## config.mk

```make
export PLATFORM = sky130hd
export DESIGN_NAME = keypad_emulator
export DESIGN_NICKNAME = d
export VERILOG_FILES = /design/src/rtl/keypad_emulator.sv
export SDC_FILE = /design/constraint.sdc
export NUM_CORES = 1
export LEC_CHECK = 0
export BUFFER_PORTS_ARGS = -buffer_cell sky130_fd_sc_hd__buf_2
export CELL_PAD_IN_SITES_DETAIL_PLACEMENT = 1
export CELL_PAD_IN_SITES_GLOBAL_PLACEMENT = 2
export CORE_MARGIN = 2
export CORE_UTILIZATION = 30
export DETAILED_ROUTE_END_ITERATION = 8
export GPL_TIMING_DRIVEN = 0
export PLACE_DENSITY = 0.61
export SLEW_MARGIN = 10
export SYNTH_ARGS = -nofsm -noshare
export SYNTH_HDL_FRONTEND = slang
export SYNTH_SLANG_ARGS = --single-unit
```

## constraint.sdc

```tcl
create_clock -name clk -period 5.4 [get_ports clk]
set_input_delay 1.35 -clock clk [delete_from_list [all_inputs] [get_ports clk]]
set_output_delay 1.35 -clock clk [all_outputs]
set_load 0.005 [all_outputs]
```

## src/rtl/keypad_emulator.sv

```systemverilog
// rtl/keypad_emulator.sv - 4x4 matrix keypad emulator driving row lines from column strobes
module keypad_emulator #(
  parameter int unsigned HOLD_CYCLES   = 10000000,
  parameter int unsigned BOUNCE_CYCLES = 50000,
  parameter int unsigned BOUNCE_PERIOD = 5000,
  parameter int unsigned GAP_CYCLES    = 5000000
) (
  input  logic       clk,
  input  logic       reset,
  input  logic [3:0] col,
  output logic [3:0] fila,
  input  logic [3:0] key_code,
  input  logic       key_valid,
  output logic       key_ready,
  output logic       busy,
  output logic       done
);

  localparam logic [2:0] S_IDLE       = 3'd0;
  localparam logic [2:0] S_BOUNCE_IN  = 3'd1;
  localparam logic [2:0] S_HELD       = 3'd2;
  localparam logic [2:0] S_BOUNCE_OUT = 3'd3;
  localparam logic [2:0] S_GAP        = 3'd4;

  // Terminal counts; the bounce terminal is unused when bouncing is disabled.
  localparam logic [31:0] HOLD_TERM   = 32'(HOLD_CYCLES - 1);
  localparam logic [31:0] GAP_TERM    = 32'(GAP_CYCLES - 1);
  localparam logic [31:0] PERIOD_TERM = 32'(BOUNCE_PERIOD - 1);
  localparam logic [31:0] BOUNCE_TERM = (BOUNCE_CYCLES == 0) ? 32'd0 : 32'(BOUNCE_CYCLES - 1);
  localparam bit          NO_BOUNCE   = (BOUNCE_CYCLES == 0);

  logic [2:0]  state;
  logic [2:0]  state_d;
  logic [31:0] cnt;
  logic [31:0] pcnt;
  logic        contact;
  logic [3:0]  code_q;
  logic [3:0]  fila_d;
  logic        bouncing;

  assign key_ready = (state == S_IDLE);
  assign busy      = (state != S_IDLE);
  assign bouncing  = (state == S_BOUNCE_IN) || (state == S_BOUNCE_OUT);

  // Next-state: each timed phase ends when its counter reaches the terminal count.
  always_comb begin
    state_d = state;
    case (state)
      S_IDLE:       if (key_valid) state_d = NO_BOUNCE ? S_HELD : S_BOUNCE_IN;
      S_BOUNCE_IN:  if (cnt == BOUNCE_TERM) state_d = S_HELD;
      S_HELD:       if (cnt == HOLD_TERM) state_d = NO_BOUNCE ? S_GAP : S_BOUNCE_OUT;
      S_BOUNCE_OUT: if (cnt == BOUNCE_TERM) state_d = S_GAP;
      S_GAP:        if (cnt == GAP_TERM) state_d = S_IDLE;
      default:      state_d = S_IDLE;
    endcase
  end

  // Row drive: only the latched row can go low, and only while its column is strobed.
  always_comb begin
    fila_d = 4'hF;
    if ((state != S_IDLE) && contact && !col[code_q[1:0]])
      fila_d[code_q[3:2]] = 1'b0;
  end

  // Sequencer state, phase counters, contact waveform, latched key and registered outputs.
  always_ff @(posedge clk or posedge reset) begin
    if (reset) begin
      state   <= S_IDLE;
      cnt     <= 32'd0;
      pcnt    <= 32'd0;
      contact <= 1'b0;
      code_q  <= 4'd0;
      fila    <= 4'hF;
      done    <= 1'b0;
    end else begin
      state <= state_d;
      fila  <= fila_d;
      done  <= (state == S_GAP) && (state_d == S_IDLE);
      if ((state == S_IDLE) && key_valid)
        code_q <= key_code;
      if (state_d != state) begin
        // Every phase starts with fresh counters; contact opens closed on press phases.
        cnt     <= 32'd0;
        pcnt    <= 32'd0;
        contact <= (state_d == S_BOUNCE_IN) || (state_d == S_HELD);
      end else begin
        cnt <= cnt + 32'd1;
        if (bouncing) begin
          if (pcnt == PERIOD_TERM) begin
            pcnt    <= 32'd0;
            contact <= ~contact;
          end else begin
            pcnt <= pcnt + 32'd1;
          end
        end
      end
    end
  end

endmodule

```

After elaboration in Yosys (flattened, before gate mapping)
Cells that the tools add are included.

word-level totals
  bits in registers = 77
  output and inout port bits = 7

operators by class
  add/subtract/negate cells = 2
  magnitude comparators = 3
  equality and inequality tests = 11
  mux-type cells = 18
  bitwise logic cells = 2
  reductions and logical operators = 14

operator list
  cell                     count
  $mux W32                 4
  $add A32 B1 Y32 const B  2
  $eq A32 B13 Y1 const B   1
  $eq A32 B16 Y1 const B   1
  $eq A32 B23 Y1 const B   1
  $eq A32 B24 Y1 const B   1
  $mux W3                  5
  $pmux W3 S5              1
  $eq A3 B2 Y1 const B     3
  $eq A3 B1 Y1 const B     2
  $logic_not A3 Y1         2
  $lt A2 B3 Y1 const B     2
  $logic_and A1 B1 Y1      5
  $mux W1                  5
  $mux W4                  1
  $not A4 Y4               1
  $reduce_bool A2 Y1       2
  $eq A3 B3 Y1 const B     1
  $ne A3 B3 Y1             1
  $reduce_bool A3 Y1       1
  $bmux W1 S2              1
  $demux W1 S2             1
  $ge A2 B1 Y1 const B     1
  $logic_or A1 B1 Y1       2
  3 further kinds          3

Logic depth before layout (Yosys ltp)
  word-level depth = 6
  gate-level depth with buffers = 10
  depth with buffers taken out = 7

Worst setup path before layout
OpenSTA, ideal clock, no wires.

  kind = input to register
  start point = in key_valid
  end point = reg pcnt[6]
  library setup time = 0.132 ns
  data arrival time = 3.061 ns
  required time = 5.268 ns
  slack = 2.207 ns
  stages on the path = 9
  cell sequence = nor4b_1 > or2_1 > a31o_1 > buf_2 > nor2_1 > clkbuf_1 > clkbuf_1 > a21oi_1 > mux2i_1

on the way
  word-level cells in the longest chain between the ends = 4

ends and longest elaborated chain
  item                                                   line  source
  start, declared                                        13    input logic key_valid,
  $mux W3 *                                              49    S_IDLE: if (key_valid) state_d = NO_BOUNCE ? S_HELD : S_BOUNCE_IN;
  $pmux W3 S5 *                                          48    case (state)
  $ne A3 B3 Y1 *                                         81    if (state_d != state) begin
  $mux W32 / $reduce_bool A2 Y1 (equally long branches)  n/a
  end signal, assigned                                   93    pcnt <= pcnt + 32'd1;
  end, declared                                          35    logic [31:0] pcnt;

Every way passes the cells marked *; elsewhere a longest branch is shown, timed or not.
A chain may end at the register's enable or synchronous reset.

Worst setup path after layout
  start point = in key_valid
  end point = reg pcnt[9]

Same word-level chain as after synthesis.

==> flow_metrics.tcl <==
set metrics [dict create \
    p_sw_frac 0.227 \
    combPwrFrac 0.020 \
    cp.required_ns 5.66 \
    skew_ns 0.00415 \
    ys_async_sr_fraction 1.00 \
    synth_commonest_cells "dfrtp_1, nor2_1, nand2_1" \
    drt-vias-per-instance 5.28 \
    clkPwrFrac 0.505 \
    synth_edf_count 0 \
    drv_cap 0 \
    port_buffers 17 \
    grt_pass1_wl_mm 19.5 \
    antenna_cells 0 \
    syn_area_sq_mm 0.00420 \
    clk_pin_slew_ns 0.06 \
    nFillCells 1632 \
    start_util 0.305 \
    path_max_fanout 10 \
    arrival_ns 3.76 \
    worstMarginPinSlew_ns 0.856 \
    grt.total_usage 0.170 \
    vias 3583 \
    hold_viol_final 0 \
    drc 0 \
    drive_gt1_frac 0.114 \
    cts_max_level 3 \
    p_seq_frac 0.474 \
    areaGrowthSynthToFinish_pct 15.4 \
    wl_per_cell_um 17.1 \
    ir_worst_vdd_v 0.000146 \
    relSlewSlack 0.426 \
    drtIter0Drc 180 \
    netlist.area_leader.share 0.435 \
    synth_nets 478 \
    rows 43 \
    cts_hold_buf 0 \
    multi_input_area_sq_mm 0.00212 \
    numCtsBuffers 9 \
    overflow 0 \
    internal_power_w 0.000949 \
    critical_path_class "in2reg" \
    clockBufferDepth 2 \
    synthFlopType "dfrtp_1" \
    layout_min_cycle_time_ns 3.50 \
    setup_viol 0 \
    layout_worst_path_cycle_share 0.648 \
    slew_viol_final 0 \
    gp_congestion 0.749 \
    yosysSeqAreaShare 0.460 \
    syn-instance-count 465 \
    die_x_um 122 \
    power_switching_w 0.000279 \
    finalSetupTns_ns 0 \
    rsz0062_at_grt "no" \
    ys_seq_elements 77 \
    yosysWarnings 0 \
    fmax_ghz 0.286 \
    dp_hpwl_mm 8.42 \
    cp-end-kind "flop" \
    synth.area.top_cells "dfrtp_1, nor2_1, nand2_1" \
    clock-sinks 77 \
    drtAntennaViolNets 0 \
    cp-start-kind "input port" \
    first_pass_iters 4 \
    die_area_sq_mm 0.0150 \
    ff_latch_area_sq_mm 0.00193 \
    wirelength_mm 11.6 \
    cts_setup_buffers 0 \
    total_power_w 0.00123 \
    status "finished clean" \
    grt_start_max_net_pins 50 \
    syn_avg_cell_area_sq_um 9.03 \
    io_pins 18 \
    cts.repair.resized 0 \
    grt_pass1_vias 3662 \
    synth_cell_types 54 \
    grt_antenna_before_repair 0 \
    power_leakage_nw 2.05 \
    yosysTopAreaCell "dfrtp_1" \
    nets 507 \
    clk_latency_ns 0.34 \
    power.density_mw_per_mm2 253 \
    fp.dieH_um 122 \
    cts_tree "yes" \
    yosysMostFrequentCell "dfrtp_1" \
    hold_class "reg2reg" \
    core_sq_mm 0.0138 \
    cts_root_buf "clkbuf_16" \
]
==> layout by cell type (no fill, tap or decap), types with 15 or more instances in the layout <==
cell type  count
nor4_1        15
a21oi_1       17
nor2_1        56
buf_2         20
xor2_1        16
nand2_1       47
xnor2_1       15
nand3_1       34
nand4_1       16
inv_1         18
dfrtp_1       73
clkbuf_1      18
==> worst max-delay path: stages <==
cell	delay, ns
buf_2	0.09
nor4b_2	0.20
or2_1	0.23
a31o_1	0.18
buf_2	0.18
a211oi_1	0.71
clkbuf_1	0.49
a21oi_1	0.13
mux2i_1	0.17
==> power groups by stage <==
stage	clock [W]	combinational (W)	sequential [W]
2_1_floorplan	0	0.0000136	0.000593
3_3_place_gp	0	0.0000234	0.000593
3_5_place_dp	0	0.0000267	0.000594
4_1_cts	0.000642	0.0000268	0.000583
5_1_grt	0.000665	0.0000293	0.000583
6_report	0.000621	0.0000249	0.000583
==> state kept, by name, summed over array words and instances (netlist names) <==
register	flops
cnt	32
code_q	4
contact	1
done	1
fila	4
pcnt	32
state	3
==> through the flow <==
stage | instance area, sq um | cells | setup WS (ns) | utilization | hold slack [ns]
3_5_place_dp | 4550 | 663 | 1.48 | 0.330 | 0.476
4_1_cts | 4850 | 679 | 1.83 | 0.352 | 0.474
2_1_floorplan | 4200 | 465 | 2.09 | - | 0.422
6_report | 4850 | 679 | 1.90 | 0.352 | 0.467
5_1_grt | 4850 | 679 | 1.71 | 0.352 | 0.502
3_3_place_gp | 4510 | 662 | 0.825 | 0.327 | 0.449
==> final timing paths <==
kind                                  startpoint                    to  slack, ns  depth (start not counted)
max                                    key_valid   pcnt[9]$_DFFE_PP0P_       1.90                          9
min                        code_q[3]$_DFFE_PP0P_     fila[2]$_DFF_PP1_       0.47                          1
max reg2reg                     cnt[7]$_DFF_PP0_   pcnt[9]$_DFFE_PP0P_       2.19                          8
min reg2reg                code_q[3]$_DFFE_PP0P_     fila[2]$_DFF_PP1_       0.47                          1
max in group asynchronous                  reset     fila[3]$_DFF_PP1_       3.75                          3
min in group asynchronous                  reset  pcnt[26]$_DFFE_PP0P_       1.01                          2
==> layout make-up <==
| class | count | area share |
|---|---|---|
| sequential | 77 | 0.399 |
| tap | 180 | 0.0465 |
| buffer | 21 | 0.0170 |
| inverter | 19 | 0.0152 |
| clock buffer | 9 | 0.0465 |
| clock inverter | 7 | 0.0157 |
| multi-input combinational | 348 | 0.437 |
| timing repair buffer | 18 | 0.0232 |
==> per-layer routing <==
| layer | global-route usage | routed length (um) | vias up |
|---|---|---|---|
| met3 | 0.0270 | 359 | 11 |
| met4 | 0.0625 | 170 | 0 |
| met1 | 0.251 | 6040 | 1792 |
| li1 | - | - | 1724 |
| met2 | 0.248 | 5070 | 56 |
| met5 | 0 | 0 | - |
==> cells by family after synthesis <==
family | share of synthesized area
buf+inv | 0.0366
mux | 0.0364
fa+ha+maj | 0.00596
flops | 0.460
compound gates | 0.0954
xor+xnor | 0.0647
simple gates | 0.301
No activity file was read; power rests on OpenSTA's default activity.
